<file path="src/rtl/key_command_unit.sv">
// key_command_unit
//
// Turns raw USB keyboard keycodes into frame-aligned, rate-limited command levels
// for movement, jump, aim, power and launch. It runs in the clk domain and derives
// one update tick per rising edge of frame_clk. Every command output is a register
// that only changes in the update cycle, so the player stage, which is clocked by
// frame_clk, always samples values that are stable for the whole frame.
//
// Optional feature (compile-time macro LAUNCH_COOLDOWN_EN):
//   defined   - after a launch fires, further launch edges are ignored for COOLDOWN ticks
//   undefined - every new press of S fires a launch
//
// Parameters:
//   REPEAT_DELAY  frames from first fire to first auto-repeat (move/aim/power), 1..255
//   REPEAT_RATE   frames between auto-repeats after the delay, 1..255
//   JUMP_RATE     frames between jump fires while W is held (delay = rate), 1..255
//   COOLDOWN      frames launch stays blocked after a fire (LAUNCH_COOLDOWN_EN), 1..255
//
// Ports:
//   clk            in   system clock
//   reset          in   asynchronous active-low reset
//   frame_clk      in   vertical-sync frame clock, asynchronous to clk
//   keycode0..3    in   up to four simultaneous USB keycodes, 0x00 = none
//   frame_tick     out  one-clk pulse in the cycle the command outputs update
//   cmd_left       out  A (0x04)     cmd_right   out  D (0x07)
//   cmd_jump       out  W (0x1A)     cmd_ccw     out  Q (0x14)
//   cmd_cw         out  E (0x08)     cmd_pwr_dn  out  1 (0x1E)
//   cmd_pwr_up     out  3 (0x20)     cmd_launch  out  S (0x16)

module key_command_unit #(
    parameter int unsigned REPEAT_DELAY = 12,
    parameter int unsigned REPEAT_RATE  = 6,
    parameter int unsigned JUMP_RATE    = 32,
    parameter int unsigned COOLDOWN     = 60
) (
    input  logic       clk,
    input  logic       reset,
    input  logic       frame_clk,
    input  logic [7:0] keycode0,
    input  logic [7:0] keycode1,
    input  logic [7:0] keycode2,
    input  logic [7:0] keycode3,
    output logic       frame_tick,
    output logic       cmd_left,
    output logic       cmd_right,
    output logic       cmd_jump,
    output logic       cmd_ccw,
    output logic       cmd_cw,
    output logic       cmd_pwr_dn,
    output logic       cmd_pwr_up,
    output logic       cmd_launch
);

    // USB HID usage codes of the keys we react to.
    localparam logic [7:0] KEY_LEFT   = 8'h04;
    localparam logic [7:0] KEY_RIGHT  = 8'h07;
    localparam logic [7:0] KEY_JUMP   = 8'h1A;
    localparam logic [7:0] KEY_CCW    = 8'h14;
    localparam logic [7:0] KEY_CW     = 8'h08;
    localparam logic [7:0] KEY_PWR_DN = 8'h1E;
    localparam logic [7:0] KEY_PWR_UP = 8'h20;
    localparam logic [7:0] KEY_LAUNCH = 8'h16;

    // Repeating-action slots; the jump slot uses JUMP_RATE for both gaps.
    localparam int unsigned NUM_REP  = 7;
    localparam int unsigned IDX_LEFT = 0;
    localparam int unsigned IDX_RGHT = 1;
    localparam int unsigned IDX_CCW  = 2;
    localparam int unsigned IDX_CW   = 3;
    localparam int unsigned IDX_DN   = 4;
    localparam int unsigned IDX_UP   = 5;
    localparam int unsigned IDX_JUMP = 6;

    typedef enum logic [1:0] {
        StIdle,
        StDelay,
        StRepeat
    } rep_state_e;

    // A key is held if any keycode slot carries it; 0x00 means an empty slot.
    function automatic logic key_held(input logic [7:0] code,
                                      input logic [7:0] k0,
                                      input logic [7:0] k1,
                                      input logic [7:0] k2,
                                      input logic [7:0] k3);
        return (code != 8'h00) &&
               ((k0 == code) || (k1 == code) || (k2 == code) || (k3 == code));
    endfunction

    // ------------------------------------------------------------------
    // frame_clk synchronizer and rising-edge detect
    // ------------------------------------------------------------------
    logic fsync1_q, fsync2_q, fsync3_q;
    logic tick;
    logic frame_tick_q;

    always_ff @(posedge clk or negedge reset) begin
        if (!reset) begin
            fsync1_q     <= 1'b0;
            fsync2_q     <= 1'b0;
            fsync3_q     <= 1'b0;
            frame_tick_q <= 1'b0;
        end else begin
            fsync1_q     <= frame_clk;
            fsync2_q     <= fsync1_q;
            fsync3_q     <= fsync2_q;
            frame_tick_q <= tick;
        end
    end

    // tick is high for one cycle; all command state updates on the edge that ends it,
    // which is also the edge that raises frame_tick.
    assign tick       = fsync2_q & ~fsync3_q;
    assign frame_tick = frame_tick_q;

    // ------------------------------------------------------------------
    // Key decode and conflict resolution
    // ------------------------------------------------------------------
    logic held_left, held_right, held_jump, held_ccw, held_cw;
    logic held_pwr_dn, held_pwr_up, held_launch;
    logic conflict_lr, conflict_rot, conflict_pwr;

    assign held_left   = key_held(KEY_LEFT,   keycode0, keycode1, keycode2, keycode3);
    assign held_right  = key_held(KEY_RIGHT,  keycode0, keycode1, keycode2, keycode3);
    assign held_jump   = key_held(KEY_JUMP,   keycode0, keycode1, keycode2, keycode3);
    assign held_ccw    = key_held(KEY_CCW,    keycode0, keycode1, keycode2, keycode3);
    assign held_cw     = key_held(KEY_CW,     keycode0, keycode1, keycode2, keycode3);
    assign held_pwr_dn = key_held(KEY_PWR_DN, keycode0, keycode1, keycode2, keycode3);
    assign held_pwr_up = key_held(KEY_PWR_UP, keycode0, keycode1, keycode2, keycode3);
    assign held_launch = key_held(KEY_LAUNCH, keycode0, keycode1, keycode2, keycode3);

    assign conflict_lr  = held_left   & held_right;
    assign conflict_rot = held_ccw    & held_cw;
    assign conflict_pwr = held_pwr_dn & held_pwr_up;

    logic [NUM_REP-1:0] rep_held;
    logic [NUM_REP-1:0] rep_force_idle;
    logic [NUM_REP-1:0] rep_cmd;

    always_comb begin
        rep_held                 = '0;
        rep_held[IDX_LEFT]       = held_left;
        rep_held[IDX_RGHT]       = held_right;
        rep_held[IDX_CCW]        = held_ccw;
        rep_held[IDX_CW]         = held_cw;
        rep_held[IDX_DN]         = held_pwr_dn;
        rep_held[IDX_UP]         = held_pwr_up;
        rep_held[IDX_JUMP]       = held_jump;

        // Both members of a conflicting pair are silenced and restarted from idle.
        rep_force_idle           = '0;
        rep_force_idle[IDX_LEFT] = conflict_lr;
        rep_force_idle[IDX_RGHT] = conflict_lr;
        rep_force_idle[IDX_CCW]  = conflict_rot;
        rep_force_idle[IDX_CW]   = conflict_rot;
        rep_force_idle[IDX_DN]   = conflict_pwr;
        rep_force_idle[IDX_UP]   = conflict_pwr;
    end

    // ------------------------------------------------------------------
    // Per-action repeat FSMs
    // ------------------------------------------------------------------
    for (genvar i = 0; i < NUM_REP; i++) begin : g_rep
        // Gaps are compared as 9-bit values so cnt+1 can never wrap to a false match.
        localparam logic [8:0] FIRST_GAP = (i == IDX_JUMP) ? 9'(JUMP_RATE) : 9'(REPEAT_DELAY);
        localparam logic [8:0] NEXT_GAP  = (i == IDX_JUMP) ? 9'(JUMP_RATE) : 9'(REPEAT_RATE);

        rep_state_e state_q, state_d;
        logic [7:0] cnt_q, cnt_d;
        logic       cmd_q, cmd_d;
        logic [8:0] cnt_inc;

        assign cnt_inc = {1'b0, cnt_q} + 9'd1;

        always_ff @(posedge clk or negedge reset) begin
            if (!reset) begin
                state_q <= StIdle;
                cnt_q   <= 8'd0;
                cmd_q   <= 1'b0;
            end else if (tick) begin
                state_q <= state_d;
                cnt_q   <= cnt_d;
                cmd_q   <= cmd_d;
            end
        end

        always_comb begin
            state_d = state_q;
            cnt_d   = cnt_q;
            cmd_d   = 1'b0;
            if (!rep_held[i] || rep_force_idle[i]) begin
                state_d = StIdle;
                cnt_d   = 8'd0;
            end else begin
                case (state_q)
                    StIdle: begin
                        cmd_d   = 1'b1;
                        cnt_d   = 8'd0;
                        state_d = StDelay;
                    end
                    StDelay: begin
                        if (cnt_inc == FIRST_GAP) begin
                            cmd_d   = 1'b1;
                            cnt_d   = 8'd0;
                            state_d = StRepeat;
                        end else begin
                            cnt_d = cnt_inc[7:0];
                        end
                    end
                    StRepeat: begin
                        if (cnt_inc == NEXT_GAP) begin
                            cmd_d = 1'b1;
                            cnt_d = 8'd0;
                        end else begin
                            cnt_d = cnt_inc[7:0];
                        end
                    end
                    default: begin
                        state_d = StIdle;
                        cnt_d   = 8'd0;
                    end
                endcase
            end
        end

        assign rep_cmd[i] = cmd_q;
    end

    assign cmd_left   = rep_cmd[IDX_LEFT];
    assign cmd_right  = rep_cmd[IDX_RGHT];
    assign cmd_ccw    = rep_cmd[IDX_CCW];
    assign cmd_cw     = rep_cmd[IDX_CW];
    assign cmd_pwr_dn = rep_cmd[IDX_DN];
    assign cmd_pwr_up = rep_cmd[IDX_UP];
    assign cmd_jump   = rep_cmd[IDX_JUMP];

    // ------------------------------------------------------------------
    // Launch: edge-triggered on S, sampled once per tick
    // ------------------------------------------------------------------
    logic launch_prev_q;
    logic launch_q;
    logic launch_ready;
    logic launch_fire;

    assign launch_fire = held_launch & ~launch_prev_q & launch_ready;

    always_ff @(posedge clk or negedge reset) begin
        if (!reset) begin
            launch_prev_q <= 1'b0;
            launch_q      <= 1'b0;
        end else if (tick) begin
            launch_prev_q <= held_launch;
            launch_q      <= launch_fire;
        end
    end

    assign cmd_launch = launch_q;

`ifdef LAUNCH_COOLDOWN_EN
    logic [7:0] cooldown_q, cooldown_d;

    // Edges arriving while the counter is nonzero are dropped, not deferred.
    assign launch_ready = (cooldown_q == 8'd0);

    always_comb begin
        cooldown_d = cooldown_q;
        if (launch_fire) begin
            cooldown_d = 8'(COOLDOWN);
        end else if (cooldown_q != 8'd0) begin
            cooldown_d = cooldown_q - 8'd1;
        end
    end

    always_ff @(posedge clk or negedge reset) begin
        if (!reset) begin
            cooldown_q <= 8'd0;
        end else if (tick) begin
            cooldown_q <= cooldown_d;
        end
    end
`else
    assign launch_ready = 1'b1;
`endif

endmodule

</file>
<file path="config.mk">
export PLATFORM = sky130hd
export DESIGN_NAME = key_command_unit
export DESIGN_NICKNAME = d
export VERILOG_FILES = /design/src/rtl/key_command_unit.sv
export SDC_FILE = /design/constraint.sdc
export NUM_CORES = 1
export LEC_CHECK = 0
export CAP_MARGIN = 30
export CELL_PAD_IN_SITES_DETAIL_PLACEMENT = 1
export CELL_PAD_IN_SITES_GLOBAL_PLACEMENT = 1
export CORE_MARGIN = 10
export CORE_UTILIZATION = 49
export CTS_CLUSTER_DIAMETER = 100
export DETAILED_ROUTE_END_ITERATION = 12
export PLACE_DENSITY = 0.9
export SETUP_SLACK_MARGIN = 0.15
export SYNTH_ARGS = -nofsm -noshare
export SYNTH_HDL_FRONTEND = slang
export SYNTH_SLANG_ARGS = --single-unit
</file>
<file path="constraint.sdc">
create_clock -name clk -period 4 [get_ports clk]
set_input_delay 0.4 -clock clk [delete_from_list [all_inputs] [get_ports clk]]
set_output_delay 0.4 -clock clk [all_outputs]
set_load 0.1 [all_outputs]
</file>
==> flow_summary_export.csv <==
group,metric,value,unit
cts,htree_levels,3,
timing,slew_violations,0,
routing,totalWireLength,17600,µm
floorplanning,die_w,131,µm
routing,drcViolationCount,0,
place,dp_hpwl,12300,µm
grt,first_global_vias,6196,
yosys,synth_edf_count,0,
grt,grt_pass1_wl,30200,µm
layout,top_regs,"g_rep.cnt_q x56, g_rep.state_q x14",
floorplanning,coreArea,0.0121,mm²
grt,antenna_found_initial,0,
worst_setup_path,cp.arrival,3.09,ns
layout,antenna_cells,0,
yosys,ys_top_cells_by_area,"dfrtp_1, ha_1, nand2_1",
cts,clkLatencyLatePin,0.35,ns
cts,cts_tree,"yes",
cts,post_cts_resized,0,
place,io_buffers,43,
layout,regMostFlops,"g_rep.cnt_q",
worst_setup_path,startpoint_type,"flip-flop",
timing,setup_tns,0,ns
yosys,seq_area_frac_synth,0.341,
yosys,synth_cell_types,71,
grt,grt_remaining_overflow,0,
power_and_ir_drop,p_per_area,299,mW/mm²
routing,wire_per_inst,19.2,µm
timing,slew_headroom,0.325,
cts,cts_buffers,9,
worst_setup_path,endpoint_kind,"flip-flop",
timing,setup_viol_count_final,0,
timing,worstMarginPinSlew,1.01,ns
routing,vias,5683,
layout,n_fill_cell,1402,
power_and_ir_drop,leakagePower,2.94,nW
routing,antenna_left,0,
power_and_ir_drop,vdd_drop_max,0.000158,V
timing,rsz0062_at_grt,"no",
yosys,yosys_warnings,0,
power_and_ir_drop,power,2.11,mW
yosys,ys.flop_type,"dfrtp_1",
floorplanning,initial_core_util,0.504,
yosys,syn_avg_cell_area,8.52,µm²
timing,hold_viol_final,0,
routing,initialDrtViolationCount,271,
timing,hold-worst-slack,0.115,ns
cts,clock_sinks,83,
grt,track_usage,0.204,
floorplanning,io_pins,44,
timing,finClkSkew,0.00791,ns
yosys,synth_top_area_frac,0.341,
hold_path,hold_path_class,"primary input to asynchronous set/reset pin",
worst_setup_path,rr_worst_depth,8,
routing,dr.pass1.iters,5,
floorplanning,die_height,131,µm
layout,final_util,0.584,
cts,cts_root_buffer,"clkbuf_16",
cts,cts.clk_slew.worst_paths,0.07,ns
layout,final_nets,833,
cts,postCtsSetupBuffers,0,
yosys,async_flop_share,1.00,
timing,period_share,0.711,
worst_setup_path,critPathKind,"flip-flop to flip-flop",
status,status,"completed",
timing,fmax,352,MHz
run,maxCapViolCount,0,
grt,grt_max_degree,101,
floorplanning,fp-row-count,40,
place,place_congestion,0.910,
timing,finalCriticalPeriod,2.84,ns
yosys,synthesis.nets,802,
layout,drive_above_1_share,0.0640,
cts,cts.path.max_buffers,2,
layout,synthToLayoutAreaGrowth,15.9,%
floorplanning,die_area,0.0173,mm²
yosys,synth_area_leader_cell,"dfrtp_1",
cts,cts_hold_buffers,0,
layout,largest_register_ffs,56,
yosys,ys_ff_latch,83,
yosys,synth_cells,714,
routing,vias_per_cell,6.19,
worst_setup_path,critical_path_required,4.24,ns
worst_setup_path,crit_fanout,9,
yosys,syn_area,0.00608,mm²
-- per-layer routing --
metal / wire (µm) / up-vias / track usage / share of wire
met1: 7570 / 2896 / 0.231 / 0.43
met3: 586 / 22 / 0.0316 / 0.033
li1: - / 2651 / - / -
met5: 0 / - / 0 / 0
met2: 9150 / 114 / 0.374 / 0.52
met4: 320 / 0 / 0.0785 / 0.018
-- worst paths after layout --
check | start | end | slack (ns)
setup / recovery | g_rep[2].cnt_q[0] | g_rep[2].cnt_q[2] | 1.16
hold / removal | reset | g_rep[0].cnt_q[5] | 0.11
setup reg to reg | g_rep[2].cnt_q[0] | g_rep[2].cnt_q[2] | 1.16
hold reg to reg | fsync1_q | fsync2_q | 0.35
max in group asynchronous | reset | cmd_cw | 2.97
min in group clk | fsync1_q | fsync2_q | 0.35
-- worst max-delay path: stages (launching register included) --
cell and delay [ns]:
dfrtp_1 0.47, ha_1 0.34, and3_1 0.24, nor4_1 0.44, o21ai_0 0.24, a221oi_1 0.30
or3b_1 0.40, o21ai_2 0.08, a22o_1 0.23
-- synthesized netlist by cell type (5+ instances only) --
| cell | count |
|---|---|
| o31ai_1 | 12 |
| nand2b_1 | 6 |
| xor2_1 | 5 |
| a31oi_1 | 9 |
| ha_1 | 53 |
| mux2i_1 | 8 |
| a21o_1 | 12 |
| dfrtp_1 | 83 |
| nand2_1 | 92 |
| nand4_1 | 17 |
| nor4_1 | 7 |
| nand3_1 | 55 |
| inv_1 | 36 |
| nor3_1 | 21 |
| a21oi_1 | 29 |
| nor2_1 | 40 |
| nor2b_1 | 26 |
| and3_1 | 12 |
| clkbuf_1 | 19 |
| or3_1 | 14 |
| a22o_1 | 13 |
| nand3b_1 | 7 |
| o21ai_0 | 46 |
| or2_2 | 6 |
-- where the power goes --
part | switching, mW | internal, mW
logic | 0.103 | 0.0594
registers | 0.00388 | 0.844
clock network | 0.361 | 0.737
total | 0.468 | 1.64
-- placed cells by master, fill, tap and decap left out, drive strengths merged, types with 17 or more instances in the layout --
cell           synthesis  layout
dfrtp                 83      83
ha                    53      53
nor2                  41      41
nor3                  21      21
inv                   36      36
nor2b                 26      26
a21oi                 29      29
nand3                 55      55
nand2                 92      92
o21ai                 48      48
clkdlybuf4s50          0      42
nand4                 17      17
-- cell type report --
cell class	instances	area (µm²)	share of cell area
timing repair buffer	48	485	0.0689
tap	168	210	0.0298
sequential	83	2080	0.295
clock inverter	7	164	0.0233
clock buffer	9	225	0.0320
inverter	36	135	0.0192
multi-input combinational	567	3750	0.532
-- per-stage QoR --
step           cell area [µm²]  setup WS [ns]  std cells
2_1_floorplan             6080           1.74        714
3_5_place_dp              6630           1.00        901
5_1_grt                   7050          0.939        918
3_3_place_gp              6630           1.11        901
6_report                  7050           1.16        918
4_1_cts                   7020           1.17        917
-- kinds of logic after synthesis --
logic type,Yosys count,share of synthesized area
flops,83,0.341
simple gates,334,0.298
buf+inv,64,0.0432
compound gates,163,0.181
fa+ha+maj,53,0.109
xor+xnor,7,0.0101
mux,10,0.0169
Note: power is estimated with default switching activity, not from simulation.
